$ cat src/rtl/traffic_req_gen_pkg.sv
// Shared constants for the traffic request front end: controller state
// codes, lane indices and the green-code-to-lane mapping.
package traffic_req_gen_pkg;

    localparam logic [2:0] ST_A_GRN  = 3'b000;
    localparam logic [2:0] ST_A_YEL  = 3'b001;
    localparam logic [2:0] ST_AL_GRN = 3'b010;
    localparam logic [2:0] ST_AL_YEL = 3'b011;
    localparam logic [2:0] ST_B_GRN  = 3'b100;
    localparam logic [2:0] ST_B_YEL  = 3'b101;
    localparam logic [2:0] ST_BL_GRN = 3'b110;
    localparam logic [2:0] ST_BL_YEL = 3'b111;

    localparam int LANE_A  = 0;
    localparam int LANE_AL = 1;
    localparam int LANE_B  = 2;
    localparam int LANE_BL = 3;
    localparam int NUM_LANES = 4;

    // Green code of a lane: lane index in the upper two bits, bit 0 clear.
    function automatic logic [2:0] green_code(input int lane);
        logic [1:0] idx;
        idx = lane[1:0];
        return {idx, 1'b0};
    endfunction

    // Every odd code is a yellow.
    function automatic logic is_yellow(input logic [2:0] st);
        return st[0];
    endfunction

endpackage

$ cat src/rtl/traffic_req_gen_lane_filter.sv
// One detector lane: 2-flop synchronizer, debounce counter and gap timer.
// pres is high while the debounced level is high or the gap hold is running.
module lane_filter
    import traffic_req_gen_pkg::*;
#(
    parameter int unsigned DB_CYC  = 4,
    parameter int unsigned GAP_CYC = 8,
    parameter int unsigned CW      = 6
) (
    input  logic clk,
    input  logic reset_n,
    input  logic det,
    output logic pres
);

    localparam logic [CW-1:0] DB_LAST  = CW'(DB_CYC - 1);
    localparam logic [CW-1:0] GAP_LOAD = CW'(GAP_CYC);

    logic [1:0]    sync_reg;
    logic          s;
    logic          deb_reg;
    logic [CW-1:0] cnt_reg;
    logic [CW-1:0] gap_reg;
    logic          flip;

    assign s    = sync_reg[1];
    // deb changes on this edge: the DB_CYC-th consecutive differing sample.
    assign flip = (s != deb_reg) && (cnt_reg == DB_LAST);

    // Bring the asynchronous detector level into the clock domain.
    always_ff @(posedge clk or negedge reset_n) begin
        if (!reset_n) sync_reg <= 2'b00;
        else          sync_reg <= {sync_reg[0], det};
    end

    // Count consecutive disagreeing samples; adopt s once the run is long enough.
    always_ff @(posedge clk or negedge reset_n) begin
        if (!reset_n) begin
            deb_reg <= 1'b0;
            cnt_reg <= '0;
        end else if (s != deb_reg) begin
            if (flip) begin
                deb_reg <= s;
                cnt_reg <= '0;
            end else begin
                cnt_reg <= cnt_reg + 1'b1;
            end
        end else begin
            cnt_reg <= '0;
        end
    end

    // Hold presence for GAP_CYC cycles after the debounced level falls.
    always_ff @(posedge clk or negedge reset_n) begin
        if (!reset_n)              gap_reg <= '0;
        else if (flip && !s)       gap_reg <= GAP_LOAD;
        else if (flip && s)        gap_reg <= '0;
        else if (gap_reg != '0)    gap_reg <= gap_reg - 1'b1;
    end

    assign pres = deb_reg | (gap_reg != '0);

endmodule

$ cat src/rtl/traffic_req_gen.sv
// Sensor front end for the left-turn traffic light controller: four filtered
// lanes, a shared max-green timer and registered traffic-present flags.
module traffic_req_gen
    import traffic_req_gen_pkg::*;
#(
    parameter int unsigned DB_CYC  = 4,
    parameter int unsigned GAP_CYC = 8,
    parameter int unsigned MAX_GRN = 32,
    parameter int unsigned CW      = 6
) (
    input  logic       clk,
    input  logic       reset_n,
    input  logic [3:0] det,
    input  logic [2:0] state,
    output logic       Ta,
    output logic       Tal,
    output logic       Tb,
    output logic       Tbl
);

    localparam logic [CW-1:0] MAX_LOAD = CW'(MAX_GRN);

    logic [NUM_LANES-1:0] pres;
    logic [NUM_LANES-1:0] forceoff;
    logic [NUM_LANES-1:0] t_reg;
    logic [2:0]           prev_state_reg;
    logic [CW-1:0]        grn_timer_reg;

    for (genvar gi = 0; gi < NUM_LANES; gi++) begin : g_lane
        lane_filter #(
            .DB_CYC  (DB_CYC),
            .GAP_CYC (GAP_CYC),
            .CW      (CW)
        ) u_lane (
            .clk     (clk),
            .reset_n (reset_n),
            .det     (det[gi]),
            .pres    (pres[gi])
        );

        // A lane is forced off while it is green and has used up its time.
        assign forceoff[gi] = (state == green_code(gi)) && (grn_timer_reg == MAX_LOAD);
    end

    // Remember the previous controller state to detect entry into a green.
    always_ff @(posedge clk or negedge reset_n) begin
        if (!reset_n) prev_state_reg <= 3'b000;
        else          prev_state_reg <= state;
    end

    // Count cycles spent in the current green; restart on any change or in yellow.
    always_ff @(posedge clk or negedge reset_n) begin
        if (!reset_n)                                      grn_timer_reg <= '0;
        else if ((state != prev_state_reg) || is_yellow(state)) grn_timer_reg <= '0;
        else if (grn_timer_reg != MAX_LOAD)                grn_timer_reg <= grn_timer_reg + 1'b1;
    end

    // Registered traffic-present flags with max-green force-off applied.
    always_ff @(posedge clk or negedge reset_n) begin
        if (!reset_n) t_reg <= '0;
        else          t_reg <= pres & ~forceoff;
    end

    assign Ta  = t_reg[LANE_A];
    assign Tal = t_reg[LANE_AL];
    assign Tb  = t_reg[LANE_B];
    assign Tbl = t_reg[LANE_BL];

endmodule

$ cat config.mk
export PLATFORM = sky130hd
export DESIGN_NAME = traffic_req_gen
export DESIGN_NICKNAME = d
export VERILOG_FILES = /design/src/rtl/traffic_req_gen_pkg.sv /design/src/rtl/traffic_req_gen_lane_filter.sv /design/src/rtl/traffic_req_gen.sv
export SDC_FILE = /design/constraint.sdc
export NUM_CORES = 1
export LEC_CHECK = 0
export CORE_UTILIZATION = 44
export DETAILED_ROUTE_END_ITERATION = 6
export GPL_TIMING_DRIVEN = 0
export SETUP_SLACK_MARGIN = 0.15
export SLEW_MARGIN = 10
export SYNTH_ARGS = -nofsm -noshare
export SYNTH_HDL_FRONTEND = slang
export SYNTH_SLANG_ARGS = --single-unit
$ cat constraint.sdc
create_clock -name clk -period 3 [get_ports clk]
set_input_delay 0.6 -clock clk [delete_from_list [all_inputs] [get_ports clk]]
set_output_delay 0.6 -clock clk [all_outputs]
set_load 0.03 [all_outputs]
==> run summary, run 1 <==
Die ar.: 7814 µm²
CP Class: reg -> out
Delay-heaviest family, CP: buffers and inverters
Non-Filler Instances: 444
Worst path arrival time: 1.34 ns
Area growth from synthesis to layout: 12.76%
Hold-fix buffers, CTS: 0
Post-synth cell types: 24
Antenna cells: 0
Top cell type's share of synthesized area: 0.5562
Initial Util: 0.4553
Vias in the first global route: 1,999
Syn Area/Cell: 10.30 µm²
Post CTS Setup Buffer Count: 0
Number of antenna-violating nets in the routed design: 0
Net count reported at finish: 366
Commonest non-fill, non-tap cell in the layout: dfrtp_1
Pwr Density: 819.0 nW/µm²
Ports: 13
Pleak: 1.632 nW
Critical path cell sequence: clkdlybuf4s50_1
Area of the mapped netlist: 3284 µm²
Initial DRT Pass Iterations: 4
DR vias/cell: 4.815
Overall routing resource usage: 0.1502
Yosys warning total: 0
Final Cell Area: 3704 µm²
Global-route wire length before repair: 8866 µm
Worst-Margin Slew: 0.3789 ns
Critical path required time: 2.40 ns
Flop2flop setup slack: 1.33 ns
Worst-path clk slew: 0.07 ns
Max_cap viols: 0
Peak supply drop: 0.3643 mV
CTS tree: built
Largest net degree at the start of global routing: 46
Post-DP Area: 3553 µm²
Final HPWL DP: 3554 µm
Cts repair resizes: 0
Initial antenna violation count: 0
Row Count: 31
Routability cong.: 0.7793
Final wirelength: 5046 µm
Layout cells sized above 1: 0.04058
Crit path buf inv count: 1
Reg-to-reg endpoint: g_lane[3].u_lane.gap_reg[1]
Chip Width: 88.40 µm
Syn nets: 342
Clk Latency, worst-skew pair: 0.34 ns
Period Utilization, post-route: 0.6479
CP Launch Type: register
IO buf count: 12
Clock Skews: 0.006955 ns
Htree depth: 3
CTS Buf Count: 9
Remaining global-route overflow: 0
Yosys top cell by area: dfrtp_1
Tightest Hold Check Type: in -> async
Count of pins over their slew limit: 0
Most frequent cells in the layout: dfrtp_1, nor2_1, inv_1, nand2_1, xnor2_1
Drt drc: 0
Iteration-0 DRC Markers: 112
Placeable Area: 7214 µm²
Root Buffer: clkbuf_8
DR vias: 2,138
Slew HR: 0.7451
Max incr delay on CP: 0.68 ns
Final Hold Viols: 0
Top cells by area, synth: dfrtp_1, nor2_1, ha_1
Drt wl/cell: 11.36 µm
Cells after Synth: 319
RSZ-0062 raised after global routing: false
Crit path max fanout: 1
R2r startpoint: g_lane[3].u_lane.cnt_reg[0]
# setup viols final: 0
Max clock buf depth: 2
CP endpoint kind: primary output
Yosys reg bits: 73
Run status: finished, final reports clean
Die extent in y: 88.40 µm
Placed Instances: 431
TritonCTS Sinks: 73
Worst reg2reg path depth: 5
FMAX: 514.5 MHz
Register area share after synthesis: 0.5562
Slowest CP cell: clkdlybuf4s50_1
CP startpoint: t_reg[1]
Min cycle time layout: 1.944 ns
==> cell usage after synthesis, drive strengths merged <==
library cell and instances:
a211oi 4, a21oi 12, and2 1, clkbuf 3
dfrtp 73, ha 14, inv 22, mux2i 1
nand2 22, nand2b 15, nand3 10, nand3b 5
nor2 60, nor3 1, nor3b 4, nor4 1
nor4b 1, o21ai 13, o22a 2, o31ai 10
or4 10, xnor2 20, xor2 15
==> kinds of logic after synthesis <==
group,Yosys count,share of synthesized area
AO/OA/AOI/OAI,41,0.07543
buffers and inverters,25,0.02857
XOR/XNOR,35,0.09334
multiplexers,1,0.003048
flip-flops,73,0.5562
AND/OR/NAND/NOR,130,0.1901
adder cells (fa/ha/maj),14,0.05333
==> report_power, final <==
group / leakage, nW / switching, mW / internal [mW]
logic: 0.639 / 0.493 / 0.424
registers: 0.915 / 0.239 / 1.25
clock network: 0.0782 / 0.319 / 0.308
total: 1.63 / 1.05 / 1.98
==> routing by layer <==
layer	vias up	wire (µm)	global-route usage
met4	0	71	0.04839
met3	6	194	0.06157
met1	1006	2525	0.1971
met2	20	2254	0.2266
li1	1106	-	-
met5	-	0	0
==> worst max-delay path by stage <==
stage | slack [ns] | to | cells past startpoint
floorplan | 1.40 | grn_timer_reg[2] | 4
global placement | -1.17 | g_lane[3].u_lane.cnt_reg[3] | 1
detailed placement | 0.76 | grn_timer_reg[4] | 5
CTS | 1.02 | Tal | 1
global route | 0.99 | Tal | 1
finish | 1.06 | Tal | 1
==> cell type report <==
cell class	count	area [µm²]
fill	664	3511
sequential	73	1827
multi-input combinational	221	1364
clock buffer	12	145.1
timing repair buffer	13	145.1
tap	99	123.9
inverter	22	82.58
buffer	3	11.26
clock inverter	1	5.005
==> through the flow <==
step                      power (mW)    util  worst slack, ns  hold WS [ns]  setup TNS, ns
after CTS                      3.079  0.5134            1.016        0.1808              0
final                          3.033  0.5134            1.056        0.1802              0
after detailed placement       2.434  0.4925           0.7612        0.3347              0
after global routing           3.302  0.5134           0.9930        0.1902              0
after global placement         2.394  0.4891           -1.173        0.3336         -85.34
after floorplan                2.181       -            1.396        0.3044              0
Note: power is estimated with default switching activity, not from simulation.
==> run 2: changes to the inputs <==
==> constraint.sdc (replaced) <==
create_clock -name clk -period 1.7 [get_ports clk]
set_input_delay 0.34 -clock clk [delete_from_list [all_inputs] [get_ports clk]]
set_output_delay 0.34 -clock clk [all_outputs]
set_load 0.03 [all_outputs]
==> run summary, run 2 (synthesis gave the netlist of run 1 again) <==
Commonest non-fill, non-tap cell in the layout: dfrtp_1
Max_cap viols: 0
Min cycle time layout: 1.581 ns
Vias in the first global route: 2,118
Final core occ: 0.5605
Initial antenna violation count: 0
Clock Skews: 0.007565 ns
Layout cells sized above 1: 0.1853
Overall routing resource usage: 0.1556
Chip Width: 88.40 µm
Die extent in y: 88.40 µm
Largest net degree at the start of global routing: 46
Final HPWL DP: 3554 µm
CP Class: reg -> reg
Area growth from synthesis to layout: 23.12%
Critical path required time: 1.91 ns
Ports: 13
Crit path max fanout: 6
Net count reported at finish: 388
Met2 wire len: 2652 µm
Most frequent cells in the layout: dfrtp_1, nor2_1, inv_1, buf_4, xnor2_1
Worst-path clk slew: 0.07 ns
Final Cell Area: 4044 µm²
DR WL met3: 200 µm
Row Count: 31
Routability cong.: 0.7793
FMAX: 632.4 MHz
Run status: finished, final reports clean
Pwr Density: 1435 nW/µm²
Pleak: 1.813 nW
Root Buffer: clkbuf_8
IO buf count: 12
Wire length on met1: 2664 µm
Worst-Margin Slew: 0.4960 ns
Final Hold Viols: 0
Final wirelength: 5588 µm
Post-DP Area: 3553 µm²
Slowest CP cell: or4_1
Drt wl/cell: 11.99 µm
Period Utilization, post-route: 0.9302
Max incr delay on CP: 0.41 ns
Antenna cells: 0
Initial DRT Pass Iterations: 4
DR top layer: met4
Setup TNS: 0 ns
Clk Latency, worst-skew pair: 0.34 ns
Global-route wire length before repair: 9225 µm
Iteration-0 DRC Markers: 89
Drt drc: 0
Placeable Area: 7214 µm²
CP Launch Type: register
Hold slack: 0.2329 ns
# fillers: 659
DR vias/cell: 4.785
PnR Total Power: 5.802 mW
Initial Util: 0.4553
Number of antenna-violating nets in the routed design: 0
Critical path cell sequence: ha_2 > nand2b_1 > or4_1 > clkbuf_8 > o31ai_2 > o31ai_1
# setup viols final: 0
Tightest Hold Check Type: in -> reg
TritonCTS Sinks: 73
CTS tree: built
Count of pins over their slew limit: 0
DR vias: 2,230
RSZ-0062 raised after global routing: true
CTS Buf Count: 9
Remaining global-route overflow: 0
CP endpoint kind: register
Htree depth: 3
Peak supply drop: 0.6702 mV
Worst path arrival time: 1.80 ns
Slew HR: 0.6670
Max clock buf depth: 2
Die ar.: 7814 µm²
[run 2: report_power, final]
part | switching, mW | total [mW] | internal (mW)
registers | 0.442 | 2.65 | 2.21
clock network | 0.565 | 1.11 | 0.544
logic | 1.02 | 2.05 | 1.02
total | 2.03 | 5.80 | 3.77
[run 2: path summary, 6_finish.rpt]
kind | slack, ns | to | cells past startpoint | startpoint
worst max register to register | 0.12 | g_lane[2].u_lane.gap_reg[3] | 6 | g_lane[2].u_lane.cnt_reg[0]
worst max-delay path | 0.12 | g_lane[2].u_lane.gap_reg[3] | 6 | g_lane[2].u_lane.cnt_reg[0]
worst min register to register | 0.35 | g_lane[3].u_lane.sync_reg[1] | 0 | g_lane[3].u_lane.sync_reg[0]
worst min-delay path | 0.23 | prev_state_reg[1] | 1 | state[1]
max in group asynchronous | 0.68 | g_lane[3].u_lane.cnt_reg[3] | 3 | reset_n
min in group asynchronous | 0.48 | g_lane[0].u_lane.cnt_reg[3] | 2 | reset_n
[run 2: layer usage]
layer / GRT usage / vias up
met5: 0 / -
met4: 0.04839 / 0
met3: 0.06157 / 6
met2: 0.2434 / 24
met1: 0.1989 / 1053
li1: - / 1147
[run 2: critical path, delay by kind of cell (launching register included)]
family	cells	cell delay, ns
AO/OA/AOI/OAI	2	0.28
adder cells (fa/ha/maj)	1	0.18
buffers and inverters	1	0.17
flip-flops	1	0.35
AND/OR/NAND/NOR	2	0.48
[run 2: layout make-up]
cell class | instances | area [µm²] | area share
buffer | 3 | 40.04 | 0.009901
tap | 99 | 123.9 | 0.03063
clock inverter | 1 | 5.005 | 0.001238
timing repair buffer | 35 | 316.6 | 0.07828
multi-input combinational | 221 | 1504 | 0.3719
inverter | 22 | 82.58 | 0.02042
clock buffer | 12 | 145.1 | 0.03589
sequential | 73 | 1827 | 0.4517
[run 2: what timing repair did]
action                                 in CTS  in global routing
endpoints found under the hold margin      28                  0
setup endpoints to repair                  43                 47
buffers inserted                            9                 12
resized for setup                          27                 31
hold buffers                                1                  0
pin swaps                                   4                  6
gates cloned                                0                  0
[run 2: per-stage QoR]
step / setup slack, ns / cells
after floorplan: 0.1645 / 319
after global placement: -2.213 / 430
after detailed placement: -0.2788 / 431
after CTS: 0.1295 / 454
after global routing: 0.05012 / 466
final: 0.1186 / 466
==> run 3: changes to the inputs <==
--- a/config.mk
+++ b/config.mk
@@ -5,6 +5,7 @@
 export SDC_FILE = /design/constraint.sdc
 export NUM_CORES = 1
 export LEC_CHECK = 0
+export CAP_MARGIN = 30
 export CORE_UTILIZATION = 44
 export DETAILED_ROUTE_END_ITERATION = 6
 export GPL_TIMING_DRIVEN = 0
==> results of run 3 <==
Final layout, timing and power as in run 2 (identical DEF).
